### config.mk
export PLATFORM = sky130hd
export DESIGN_NAME = uart_word_rx
export DESIGN_NICKNAME = d
export VERILOG_FILES = /design/src/rtl/uart_word_rx.sv
export SDC_FILE = /design/constraint.sdc
export NUM_CORES = 1
export LEC_CHECK = 0
export CORE_ASPECT_RATIO = 2
export CORE_MARGIN = 1
export CORE_UTILIZATION = 54
export CTS_BUF_LIST = sky130_fd_sc_hd__clkbuf_2
export DETAILED_ROUTE_END_ITERATION = 12
export GPL_ROUTABILITY_DRIVEN = 0
export GPL_TIMING_DRIVEN = 0
export PLACE_DENSITY = 0.78
export SYNTH_ARGS = -nofsm -noshare
export SYNTH_HDL_FRONTEND = slang
export SYNTH_SLANG_ARGS = --single-unit
### constraint.sdc
create_clock -name clk -period 1.97 [get_ports clk]
set_input_delay 0.394 -clock clk [delete_from_list [all_inputs] [get_ports clk]]
set_output_delay 0.394 -clock clk [all_outputs]
set_load 0.05 [all_outputs]
### src/rtl/uart_word_rx.sv
// 8N1 UART receiver that packs four bytes (LSB first) into a 32-bit command word.
// Partial words are dropped on a framing error or after an idle timeout.
module uart_word_rx #(
    parameter int CLKS_PER_BIT = 868,
    parameter int TIMEOUT_CLKS = 20 * 868
) (
    input  logic        clk,
    input  logic        reset,
    input  logic        rx,
    output logic [31:0] data,
    output logic        valid,
    output logic        frame_err
);

    localparam int CW = $clog2(CLKS_PER_BIT);
    localparam int TW = $clog2(TIMEOUT_CLKS + 1);
    localparam logic [CW-1:0] BIT_LAST  = CW'(CLKS_PER_BIT - 1);
    localparam logic [CW-1:0] HALF_LAST = CW'(CLKS_PER_BIT / 2 - 1);
    localparam logic [TW-1:0] IDLE_LAST = TW'(TIMEOUT_CLKS - 1);

    typedef enum logic [2:0] {
        IDLE,
        START,
        DATA,
        STOP,
        BREAK
    } state_t;

    state_t        r_state;
    state_t        w_nextState;
    logic          r_rxMeta;
    logic          r_rxSync;
    logic [CW-1:0] r_clkCnt;
    logic [2:0]    r_bitIdx;
    logic [7:0]    r_shift;
    logic [1:0]    r_byteIdx;
    logic [31:0]   r_asm;
    logic [31:0]   r_data;
    logic          r_valid;
    logic          r_frameErr;
    logic [TW-1:0] r_idleCnt;

    logic          w_cntClear;
    logic          w_sampleBit;
    logic          w_acceptByte;
    logic          w_stopBad;
    logic          w_idleRun;
    logic          w_timeout;

    always_ff @(posedge clk or negedge reset) begin
        if (!reset) begin
            r_rxMeta <= 1'b1;
            r_rxSync <= 1'b1;
        end else begin
            r_rxMeta <= rx;
            r_rxSync <= r_rxMeta;
        end
    end

    always_ff @(posedge clk or negedge reset) begin
        if (!reset) begin
            r_state <= IDLE;
        end else begin
            r_state <= w_nextState;
        end
    end

    always_comb begin
        w_nextState  = r_state;
        w_cntClear   = 1'b0;
        w_sampleBit  = 1'b0;
        w_acceptByte = 1'b0;
        w_stopBad    = 1'b0;
        case (r_state)
            IDLE: begin
                w_cntClear = 1'b1;
                if (!r_rxSync) begin
                    w_nextState = START;
                end
            end
            START: begin
                if (r_clkCnt == HALF_LAST) begin
                    w_cntClear  = 1'b1;
                    w_nextState = r_rxSync ? IDLE : DATA;
                end
            end
            DATA: begin
                if (r_clkCnt == BIT_LAST) begin
                    w_cntClear  = 1'b1;
                    w_sampleBit = 1'b1;
                    if (r_bitIdx == 3'd7) begin
                        w_nextState = STOP;
                    end
                end
            end
            STOP: begin
                if (r_clkCnt == BIT_LAST) begin
                    w_cntClear = 1'b1;
                    if (r_rxSync) begin
                        w_acceptByte = 1'b1;
                        w_nextState  = IDLE;
                    end else begin
                        w_stopBad   = 1'b1;
                        w_nextState = BREAK;
                    end
                end
            end
            BREAK: begin
                w_cntClear = 1'b1;
                if (r_rxSync) begin
                    w_nextState = IDLE;
                end
            end
            default: begin
                w_cntClear  = 1'b1;
                w_nextState = IDLE;
            end
        endcase
    end

    always_ff @(posedge clk or negedge reset) begin
        if (!reset) begin
            r_clkCnt <= '0;
            r_bitIdx <= '0;
            r_shift  <= '0;
        end else begin
            r_clkCnt <= w_cntClear ? '0 : r_clkCnt + CW'(1);
            if (w_sampleBit) begin
                r_bitIdx <= r_bitIdx + 3'd1;
                r_shift  <= {r_rxSync, r_shift[7:1]};
            end else if (r_state != DATA) begin
                r_bitIdx <= '0;
            end
        end
    end

    // A start edge on the expiry cycle wins, so the partial word survives.
    assign w_idleRun = (r_state == IDLE) && (r_byteIdx != 2'd0) && r_rxSync;
    assign w_timeout = w_idleRun && (r_idleCnt == IDLE_LAST);

    always_ff @(posedge clk or negedge reset) begin
        if (!reset) begin
            r_idleCnt <= '0;
        end else if (w_idleRun && !w_timeout) begin
            r_idleCnt <= r_idleCnt + TW'(1);
        end else begin
            r_idleCnt <= '0;
        end
    end

    always_ff @(posedge clk or negedge reset) begin
        if (!reset) begin
            r_byteIdx  <= '0;
            r_asm      <= '0;
            r_data     <= '0;
            r_valid    <= 1'b0;
            r_frameErr <= 1'b0;
        end else begin
            r_valid    <= w_acceptByte && (r_byteIdx == 2'd3);
            r_frameErr <= w_stopBad;
            if (w_acceptByte) begin
                r_asm[8*r_byteIdx +: 8] <= r_shift;
                r_byteIdx               <= r_byteIdx + 2'd1;
                if (r_byteIdx == 2'd3) begin
                    r_data <= {r_shift, r_asm[23:0]};
                end
            end else if (w_stopBad || w_timeout) begin
                r_byteIdx <= '0;
            end
        end
    end

    assign data      = r_data;
    assign valid     = r_valid;
    assign frame_err = r_frameErr;

endmodule
**After elaboration in Yosys (flattened, before gate mapping)**

Cells that the tools add are included.

- Reduce and logical (&&, ||, !) cells: 14
- Mux-type cells: 26
- Shift-type cells: 2
- Add/subtract/negate cells: 5
- Equal/unequal tests: 16

Operators by type and width:

| operator | count |
|---|---|
| $neg A5 Y34 | 1 |
| $shift A8 B34 Y32 const A | 1 |
| $shiftx A8 B34 Y32 | 1 |
| $bwmux W32 | 1 |
| $mux W3 | 9 |
| $add A15 B1 Y15 const B | 1 |
| $eq A15 B15 Y1 const B | 1 |
| $mux W15 | 1 |
| $pmux W3 S5 | 1 |
| $ne A2 B2 Y1 const B | 6 |
| $add A10 B1 Y10 const B | 1 |
| $eq A10 B10 Y1 const B | 1 |
| $eq A10 B9 Y1 const B | 1 |
| $mux W10 | 1 |
| $mux W1 | 9 |
| $eq A3 B2 Y1 const B | 2 |
| $eq A3 B3 Y1 const B | 2 |
| $mux W2 | 3 |
| $reduce_and A6 Y1 | 1 |
| $reduce_bool A2 Y1 | 3 |
| $logic_and A1 B1 Y1 | 5 |
| $add A3 B1 Y3 const B | 1 |
| $eq A3 B1 Y1 const B | 1 |
| $logic_not A3 Y1 | 1 |
| 8 further kinds | 8 |

- Output and inout port bits: 34
- Bits in registers: 109
- Word-level logic and storage cells: 75
- Bits of input ports: 3

**Logic depth before layout (Yosys ltp)**

- Depth in word-level cells: 7
- Gate-level depth with buffers: 7
- Mapped depth without buffers: 6

**Least setup slack after synthesis**

No wires, ideal clock.

- Path kind: register -> register
- From: reg r_clkCnt[0]
- To: reg r_data[0], in the netlist data[0]
- Required time: 1845 ps
- Stages on the path, launching flop included: 8
- Buffers on the path: 2
- Clock period less this slack: 1875 ps
- Arrival time: 1750 ps
- Library setup time: 125 ps
- Path slack: 95 ps
- Cell sequence: dfrtp_1 ha_1 and4bb_1 and3_1 buf_4 nand3_4 buf_6 mux2_4

- Longest elaborated chain between the ends: 4

Ends and longest elaborated chain:

| element | line | source |
|---|---|---|
| from (decl) | 33 | `logic [CW-1:0] r_clkCnt;` |
| from (signal assigned) | 127 | `r_clkCnt <= w_cntClear ? '0 : r_clkCnt + CW'(1);` |
| $eq A10 B10 Y1 | 97 | `if (r_clkCnt == BIT_LAST) begin` |
| $mux W1 | 97 |  |
| $mux W1 | 74 | `case (r_state)` |
| $reduce_and A2 Y1 (no source line) | - |  |
| to (signal assigned) | 165 | `r_data <= {r_shift, r_asm[23:0]};` |
| to (decl) | 38 | `logic [31:0] r_data;` |

Every way passes these cells.
A chain may end at the register's enable or synchronous reset.

**Worst setup path after layout**

- From: reg r_state[2]
- To: reg r_data[23], in the netlist data[23]

- Longest elaborated chain between the ends: 3

Ends and longest elaborated chain:

| element | line | source |
|---|---|---|
| from (decl) | 29 | `state_t r_state;` |
| from (signal assigned) | 64 | `r_state <= w_nextState;` |
| $eq A3 B2 Y1 | 74 |  |
| $mux W1 | 74 |  |
| $reduce_and A2 Y1 (no source line) | - |  |

Every way passes these cells.

==> results.json <==
{
  "worst_path_most_repeated_cell": "sky130_fd_sc_hd__buf_12",
  "htreeDepth": 3,
  "edff_count_synth": 0,
  "die_wd_um": 67.5,
  "num-fill-cells": 608,
  "fp.dieH_um": 133,
  "syn-instance-count": 381,
  "power.density_cell_area_nw_per_um2": 614,
  "criticalPathCategory": "register to register",
  "synth-async-reset-ratio_pct": 100,
  "dp_hpwl_um": 6020,
  "post-route-worst-setup-slack_ps": 31.6,
  "max_freq_ghz": 0.516,
  "cp_cell_sequence": "nor2b_1 > and3_1 > buf_4 > nand3_4 > buf_12 > buf_12 > mux2_4",
  "cp_num_buf_inv": 3,
  "critical-path-slowest-cell": "sky130_fd_sc_hd__dfrtp_2",
  "core_sq_um": 8290,
  "post-route-drc-count": 0,
  "routed_wl_um": 8840,
  "fin_hold_ws_ps": 204,
  "finalCriticalPeriod_ps": 1940,
  "cts_bufs_inserted": 9,
  "synth_most_common_cell": "sky130_fd_sc_hd__dfrtp_1",
  "setup.worst_path.start": "r_state[2]",
  "grt_pass1_wl_um": 14500,
  "rsz_0062_raised_after_global_routing": "yes",
  "worst_ep_required_time_ps": 2430,
  "max_stage_delay_ps": 510,
  "cts.root.buffer_cell": "sky130_fd_sc_hd__clkbuf_2",
  "clkLatencyLatePin_ps": 570,
  "worstPathArrival_ps": 2400,
  "synth_seq_cells": 101,
  "worst_setup_path_start_kind": "register",
  "ys_seq_area_share_pct": 54.6,
  "max_slew.worst_pin.slew_ps": 644,
  "worstPathMaxFanout": 8,
  "clkSinkCount": 101,
  "setup.worst_path.end_class": "register",
  "finalCritPeriodShare_pct": 98.4,
  "netlist_top_cells_count": "sky130_fd_sc_hd__dfrtp_1, sky130_fd_sc_hd__nand2_1, sky130_fd_sc_hd__inv_1, sky130_fd_sc_hd__nor2_1, sky130_fd_sc_hd__mux2_4",
  "cts_tree": "yes",
  "rows": 47,
  "timing.max_slew.rel_slack_pct": 56.9,
  "finalClockSkew_ps": 30.6,
  "finalNonFillerCells": 543,
  "post_route_cells_drive_above_1_share_pct": 23.2,
  "yosys_most_used_dff": "sky130_fd_sc_hd__dfrtp_1",
  "setup-violations-final": 0,
  "start_util_pct": 55.9,
  "drt_pre_antenna_iters": 4,
  "cap_violations": 0,
  "p_leak_uw": 0.00274,
  "finalMaxSlewViolations": 0,
  "timing.critical_path.max_delay_family": "simple AND/OR/NAND/NOR gates",
  "place_inst": 516,
  "buffer_ports.inserted": 36,
  "synth_top_area_share_pct": 53.4,
  "vias": 2952,
  "wl_per_cell_um": 16.3,
  "vdd_drop_max_v": 0.000356,
  "synthesis.nets": 394,
  "netlist_area_before_placement_sq_um": 4640,
  "grt_pass1_vias": 3086,
  "startpoint_of_the_lowest_slack_hold_path": "rx",
  "finalNetCount": 452,
  "routed_via_density": 5.44,
  "grt.total_usage_pct": 21.9,
  "yosysUniqueCellTypes": 44,
  "synthToLayoutAreaGrowth_pct": 17.1,
  "r2r-start": "r_state[2]",
  "setup_slack_placement_ps": -277,
  "path_category_of_the_worst_min_delay_check": "input pin to register",
  "globalRoute.totalOverflow": 0,
  "ant_nets": 0,
  "fin_total_pwr_uw": 3330,
  "clk_pin_slew_ps": 240,
  "clk_path_buf_depth": 2,
  "synth_area_leader_cell": "sky130_fd_sc_hd__dfrtp_1",
  "grt_antenna_before_repair": 1,
  "die_area_sq_um": 8980,
  "grt_max_degree": 73,
  "yosys-top-cells-area": "sky130_fd_sc_hd__dfrtp_1, sky130_fd_sc_hd__mux2_4, sky130_fd_sc_hd__mux2i_1",
  "outcome": "finished, final reports clean",
  "yosys_warnings": 0,
  "finalHoldViolations": 0,
  "synth.avg_cell_area_sq_um": 12.2,
  "initialDrtViolationCount": 130,
  "top_level_ports": 37
}
-- worst paths after layout --
check,to,slack [ps],depth (start not counted)
max in group asynchronous,data[5],1010,3
worst max-delay path,data[23],30,7
worst min-delay path,r_rxMeta,200,1
worst max register to register,data[23],30,7
min in group asynchronous,data[14],250,2
worst min register to register,r_rxSync,380,0
-- per-layer routing --
metal	GRT usage [%]	wire, um
met1	23.4	3330
met2	38.2	4950
met3	4.74	229
met4	11.5	332
met5	0	0
-- power breakdown --
group	total (uW)	internal [uW]	switching (uW)
logic	51.2	10.8	40.4
clock network	1200	540	657
registers	2090	2080	3.26
-- stage by stage --
step | TNS [ps] | area (sq um) | util, %
after floorplan | 0 | 4640 | -
after global placement | -315760 | 5120 | 61.7
after detailed placement | -4440 | 5140 | 62.0
after CTS | 0 | 5420 | 65.4
after global routing | -474 | 5430 | 65.5
final | 0 | 5430 | 65.5
-- logic make-up after synthesis --
kind of cell	after synthesis	share of synthesized area, %
AO/OA/AOI/OAI	14	2.13
AND/OR/NAND/NOR	129	14.9
flip-flops	101	54.6
multiplexers	66	17.8
adder cells (fa/ha/maj)	10	2.70
buffers and inverters	41	4.13
XOR/XNOR	20	3.78
-- repair_timing --
item                                    4_1_cts  5_1_grt
pin swaps                                     2        2
setup buffers                                 7        2
endpoints found under the hold margin        29        0
gates resized for setup                      47       35
hold buffers                                  1        0
cloned                                        2        0
endpoints found under the setup margin       96       66
-- layout make-up --
cell class | count | area (sq um) | share of cell area, %
antenna | 1 | 2.50 | 0.0461
buffer | 7 | 78.8 | 1.45
clock buffer | 10 | 50.0 | 0.922
clock inverter | 6 | 101 | 1.87
inverter | 32 | 120 | 2.21
multi-input combinational | 239 | 1940 | 35.8
sequential | 101 | 2540 | 46.7
tap | 98 | 123 | 2.26
timing repair buffer | 49 | 473 | 8.71
-- worst reg2reg max path: stages, from the launching register on --
cell and delay (ps):
sky130_fd_sc_hd__dfrtp_2 510, sky130_fd_sc_hd__nor2b_1 190, sky130_fd_sc_hd__and3_1 190, sky130_fd_sc_hd__buf_4 180
sky130_fd_sc_hd__nand3_4 170, sky130_fd_sc_hd__buf_12 180, sky130_fd_sc_hd__buf_12 130, sky130_fd_sc_hd__mux2_4 290
-- registers in the layout, indices dropped and copies added, names as in the netlist --
signal,flops
r_asm,24
r_byteIdx,2
frame_err,1
r_clkCnt,10
r_idleCnt,15
r_bitIdx,3
r_rxSync,1
data,32
r_shift,8
r_rxMeta,1
valid,1
r_state,3
-- layout by cell type (no fill, tap or decap), types with 2 or more instances in the layout --
| cell | instances |
|---|---|
| sky130_fd_sc_hd__nor3_1 | 9 |
| sky130_fd_sc_hd__dfstp_2 | 2 |
| sky130_fd_sc_hd__and4b_1 | 2 |
| sky130_fd_sc_hd__xor2_1 | 3 |
| sky130_fd_sc_hd__dfrtp_1 | 94 |
| sky130_fd_sc_hd__nor2_1 | 32 |
| sky130_fd_sc_hd__buf_4 | 10 |
| sky130_fd_sc_hd__nand3_4 | 4 |
| sky130_fd_sc_hd__and3_1 | 5 |
| sky130_fd_sc_hd__nand2b_1 | 2 |
| sky130_fd_sc_hd__buf_12 | 3 |
| sky130_fd_sc_hd__dfrtp_2 | 5 |
| sky130_fd_sc_hd__nand2_1 | 38 |
| sky130_fd_sc_hd__mux2_2 | 10 |
| sky130_fd_sc_hd__ha_1 | 9 |
| sky130_fd_sc_hd__nor4_1 | 4 |
| sky130_fd_sc_hd__buf_16 | 2 |
| sky130_fd_sc_hd__clkdlybuf4s15_1 | 11 |
| sky130_fd_sc_hd__clkinv_1 | 3 |
| sky130_fd_sc_hd__bufinv_16 | 3 |
| sky130_fd_sc_hd__dlygate4sd2_1 | 14 |
| sky130_fd_sc_hd__nor2b_1 | 3 |
| sky130_fd_sc_hd__or2_2 | 2 |
| sky130_fd_sc_hd__mux2i_1 | 26 |
| sky130_fd_sc_hd__buf_6 | 2 |
| sky130_fd_sc_hd__nor3b_2 | 3 |
| sky130_fd_sc_hd__inv_1 | 32 |
| sky130_fd_sc_hd__and4_1 | 2 |
| sky130_fd_sc_hd__a21oi_1 | 3 |
| sky130_fd_sc_hd__mux2_4 | 30 |
| sky130_fd_sc_hd__nand4_1 | 4 |
| sky130_fd_sc_hd__nand3_1 | 11 |
| sky130_fd_sc_hd__clkbuf_2 | 20 |
| sky130_fd_sc_hd__o22ai_1 | 2 |
| sky130_fd_sc_hd__xnor2_1 | 17 |
Note: power is estimated with default switching activity, not from simulation.
